$ cat src/rtl/prio_encoder_queue.sv
// prio_encoder_queue: sticky per-line event capture, presented one index at a
// time over valid/ready, in fixed-priority or round-robin order.

// Per-line pending flop: merges new events, drops the served bit and flags
// an event that lands on a bit that is already pending.
module pe_lane (
  input  logic clk,
  input  logic rst,
  input  logic clear,
  input  logic req,
  input  logic served,
  output logic pend,
  output logic pnext,
  output logic hit
);

  // A same-cycle re-request of the served line re-arms it and is not a loss.
  assign pnext = (pend & ~served) | req;
  assign hit   = req & pend & ~served;

  // Pending bit; clear discards any req of the same cycle.
  always_ff @(posedge clk) begin
    if (rst || clear) pend <= 1'b0;
    else              pend <= pnext;
  end

endmodule

module prio_encoder_queue #(
  parameter int N     = 8,
  parameter int IDX_W = $clog2(N)
) (
  input  logic             clk,
  input  logic             rst,
  input  logic [N-1:0]     req,
  input  logic             mode,
  input  logic             ready,
  input  logic             clear,
  output logic [IDX_W-1:0] idx,
  output logic             valid,
  output logic [IDX_W:0]   pend_cnt,
  output logic             lost
);

  localparam logic [IDX_W-1:0] LAST_IDX = IDX_W'(N-1);

  logic [N-1:0]     pending;
  logic [N-1:0]     pnext;
  logic [N-1:0]     hit;
  logic [N-1:0]     served;
  logic             acc;
  logic [IDX_W-1:0] last;
  logic [IDX_W-1:0] eff_last;
  logic [IDX_W-1:0] start;
  logic [IDX_W-1:0] sel;
  logic [IDX_W:0]   cnt_next;

  assign acc = valid & ready;

  // One-hot of the index being accepted this cycle.
  always_comb begin
    served = '0;
    for (int i = 0; i < N; i++)
      served[i] = acc && (idx == IDX_W'(i));
  end

  genvar g;
  generate
    for (g = 0; g < N; g++) begin : g_lane
      pe_lane u_lane (
        .clk   (clk),
        .rst   (rst),
        .clear (clear),
        .req   (req[g]),
        .served(served[g]),
        .pend  (pending[g]),
        .pnext (pnext[g]),
        .hit   (hit[g])
      );
    end
  endgenerate

  // The pointer moves to idx on the accepting edge, so the load at that same
  // edge already scans from just past the index being served.
  assign eff_last = acc ? idx : last;
  assign start    = (eff_last == LAST_IDX) ? '0 : eff_last + 1'b1;

  // Selection over pending_next: highest index, or first set bit from start.
  always_comb begin
    int j;
    sel = '0;
    j   = 0;
    if (!mode) begin
      for (int i = 0; i < N; i++)
        if (pnext[i]) sel = IDX_W'(i);
    end else begin
      // Scan downward in distance from start so the nearest hit wins.
      for (int k = N - 1; k >= 0; k--) begin
        j = int'(start) + k;
        if (j >= N) j = j - N;
        if (pnext[j]) sel = IDX_W'(j);
      end
    end
  end

  // Popcount of pending_next.
  always_comb begin
    cnt_next = '0;
    for (int i = 0; i < N; i++)
      cnt_next = cnt_next + {{IDX_W{1'b0}}, pnext[i]};
  end

  // Output, status and round-robin pointer registers.
  always_ff @(posedge clk) begin
    if (rst) begin
      valid    <= 1'b0;
      idx      <= '0;
      pend_cnt <= '0;
      lost     <= 1'b0;
      last     <= LAST_IDX;
    end else if (clear) begin
      valid    <= 1'b0;
      idx      <= '0;
      pend_cnt <= '0;
      lost     <= 1'b0;
    end else begin
      pend_cnt <= cnt_next;
      lost     <= |hit;
      if (acc) last <= idx;
      // A presented but unaccepted index is held stable.
      if (!(valid && !ready)) begin
        valid <= |pnext;
        idx   <= sel;
      end
    end
  end

endmodule

$ cat config.mk
export PLATFORM = sky130hd
export DESIGN_NAME = prio_encoder_queue
export DESIGN_NICKNAME = d
export VERILOG_FILES = /design/src/rtl/prio_encoder_queue.sv
export SDC_FILE = /design/constraint.sdc
export NUM_CORES = 1
export LEC_CHECK = 0
export ABC_AREA = 1
export BUFFER_PORTS_ARGS = -buffer_cell sky130_fd_sc_hd__buf_2
export CORE_ASPECT_RATIO = 0.8
export CORE_MARGIN = 5
export CORE_UTILIZATION = 29
export DETAILED_ROUTE_END_ITERATION = 8
export PLACE_DENSITY = 0.46
export REMOVE_ABC_BUFFERS = 1
export SLEW_MARGIN = 20
export SYNTH_ARGS = -nofsm -noshare
export SYNTH_HDL_FRONTEND = slang
export SYNTH_SLANG_ARGS = --single-unit
export TNS_END_PERCENT = 30
$ cat constraint.sdc
create_clock -name clk -period 4 [get_ports clk]
set_input_delay 0 -clock clk [delete_from_list [all_inputs] [get_ports clk]]
set_output_delay 0 -clock clk [all_outputs]
set_load 0.005 [all_outputs]
==> metrics <==
Slowest cell on crit path=fa_1; most used routing layer=met1; RSZ-0062 raised after global routing=no; synth warn=0; CTS tree=done; CP endpoint kind=flop; setup ws final=0.491 ns; antenna cells=0; H-tree levels=1; top post-synthesis cells by count=nand2_1 (73), inv_1 (47), nand3_1 (27); post-route clock skew=0.00572 ns; antenna viol nets, final=0; fmax=0.285 GHz; Hold WS=0.00652 ns; leak pwr=1.14 nW; Main synth FF type=dfxtp_1; hold crit path type=input pin to flop; drc violations=0; hold_sp=clear; reg2reg path depth=16; Die Width=98.9 um; RR Endpoint=pend_cnt[2]; PwrDens=370 nW/um^2; drt wl/cell=12.8 um; first-pass GRT wire length=8740 um; Slew headroom=66.8%; R2R Setup Slk=0.49 ns; largest net degree at the start of global routing=14; DP Wirelength=4250 um; share of post-route cells with drive strength above 1=22.3%; initial antenna violation count=0; worst r2r src=valid; fin nets=338; Initial DRC Count=109; Via Count=1826; Peak VDD IR=0.134 mV; Total GRT Usage=13.6%; row count=26; Final Util=33.7%; cell with the most instances after synthesis=nand2_1; clock sink count=20; final setup fails=0; Hold Path End=last[2]; Die Y=81.2 um; sequential area share after synthesis=21.8%; Max clock buf depth=2; DR pass1 iterations=4; Slew Viols, Final=0; vias in the first global route=1775; setup_tns=0 ns; met3 Use GR=3.52%; worst slew pin tran=0.496 ns; Worst EP required=4.14 ns; Arr. time, crit path=3.65 ns; post-route minimum period=3.51 ns; Max-Cap Viols=0; GR Overflow Total=0; Root Driver=clkbuf_8; Synth area leaders=dfxtp_1 (22%), nand2_1 (15%), inv_1 (9.6%), nand3_1 (7.4%), nand3_2 (6.5%); Total Wirelength=5110 um; outcome=finished, final reports clean; CP cell instances=nand2_4 -> nor2_2 -> nand2_1 -> a21oi_1 -> inv_1 -> fa_1 -> xor2_1 -> inv_1 -> ha_1 -> xnor2_1 -> inv_1 -> ha_1 -> nand2_1 -> fa_1 -> xor2_1 -> nor2_1; post-synthesis instance area=1840 sq um; Setup Slack @ Placement=0.500 ns; post_cts resized=0; clock latency on the worst-skew pair=0.26 ns; Unique masters post-synth=30; Worst Path Max Fanout=8; met1 usage=20.1%; WS Path Type=flop to flop; Area Overhead vs Synth=15.2%; CTS buffer count=3; Syn Inst Count=287; register bit total from synthesis=20; critical path launch point type=flop; worst stage delay on the critical path=0.53 ns; placer's final routability congestion estimate=0.815; Core Area=6280 sq um; WP buf/inv=3; Starting Density=29.2%; Cells on Worst Hold Path=2; CTS clock-pin slew for the worst setup and hold paths=0.08 ns; top cell family by delay on the critical path=adder cells; post-synth top area share=21.8%; cell repeated most along the worst path=inv_1; EDFF count, synth=0; post-CTS setup buffer count=0; IO Port Bufs=21; Synth area leader=dfxtp_1; vias per cell=4.59; Post-Syn Area per Cell=6.40 sq um; I/O pins=22; Final period util=87.7%; fraction of registers with async set/reset=0%; met2 Resource Use GR=19.6%; Hold Vio Cnt, Final=0; DIE AREA=8030 sq um
-- flip-flops by register name, indices dropped and copies added, names as in the netlist --
name / cells
g_lane.u_lane.pend: 8
valid: 1
last: 3
lost: 1
pend_cnt: 4
idx: 3
-- area by class of cell --
class	count	area (sq um)
Fill cell	712	4160
Tap cell	84	105
Multi-Input combinational cell	214	1230
Inverter	51	193
Timing Repair Buffer	26	148
Sequential cell	20	400
Clock buffer	3	41.3
-- cell families after synthesis --
logic type	count (synthesis)	synth area share [%]
xor gates and xnor gates	5	2.80
DFF	20	21.8
buffers and inverters	53	11.3
and+or+nand+nor	155	40.9
adders and majority gates	9	6.95
AOI/OAI and AO/OA	45	16.2
-- through the flow --
stage          instance area (sq um)  cells  total power, W
3_5_place_dp                    2050    393        0.000650
3_3_place_gp                    2050    393        0.000651
2_1_floorplan                   1820    285        0.000553
6_report                        2110    398        0.000782
5_1_grt                         2110    398        0.000867
4_1_cts                         2110    398        0.000793
-- how the worst max path moves through the flow --
stage,slack [ns],from,cells past startpoint,end
after floorplan,0.75,valid,16,pend_cnt[2]
after global placement,0.55,valid,16,pend_cnt[2]
after detailed placement,0.50,valid,16,pend_cnt[2]
after CTS,0.47,valid,16,pend_cnt[2]
after global routing,0.19,valid,16,pend_cnt[2]
final,0.49,valid,16,pend_cnt[2]
-- power by group --
part           total (W)  internal (W)  switching, W
clock network   0.000137     0.0000672     0.0000697
logic           0.000420      0.000154      0.000266
registers       0.000226      0.000216     0.0000101
-- worst register-to-register path: stages (launching register included) --
cell and delay, ns:
dfxtp_1 0.43, nand2_4 0.14, nor2_2 0.17, nand2_1 0.10
a21oi_1 0.19, inv_1 0.12, fa_1 0.53, xor2_1 0.15
inv_1 0.06, ha_1 0.31, xnor2_1 0.16, inv_1 0.06
ha_1 0.31, nand2_1 0.08, fa_1 0.38, xor2_1 0.15
nor2_1 0.05
-- routing by layer --
metal	wire length, um	part of all wire (%)
met1	2680	52
met2	2000	39
met3	374	7.3
met4	53	1.0
met5	0	0
-- what timing repair did --
action / in CTS / in global routing
hold buffers: 2 / 0
endpoints found under the hold margin: 4 / 0
setup endpoints to repair: 0 / 0
-- cell usage in the layout (no fill, tap or decap) --
master         count
dfxtp_1           20
ha_1               7
nand2_1           73
a21oi_1           21
xor2_1             3
o21ai_0            8
nand4_1            2
nand3_2           12
nor4_1             1
o21ai_2            4
buf_4              3
xnor2_1            1
nand2_4            2
o31ai_1            1
inv_1             47
clkbuf_8           3
and2_1             1
xnor2_2            1
buf_2             21
o22ai_1            4
a21oi_2            2
inv_2              3
clkinv_2           1
a21o_1             1
nand3_1           27
fa_1               2
nor2_2             2
o21ai_4            3
nand2_2           12
nor2_1            23
o21bai_2           1
dlygate4sd3_1      2
(Power assumes the default switching activity.)
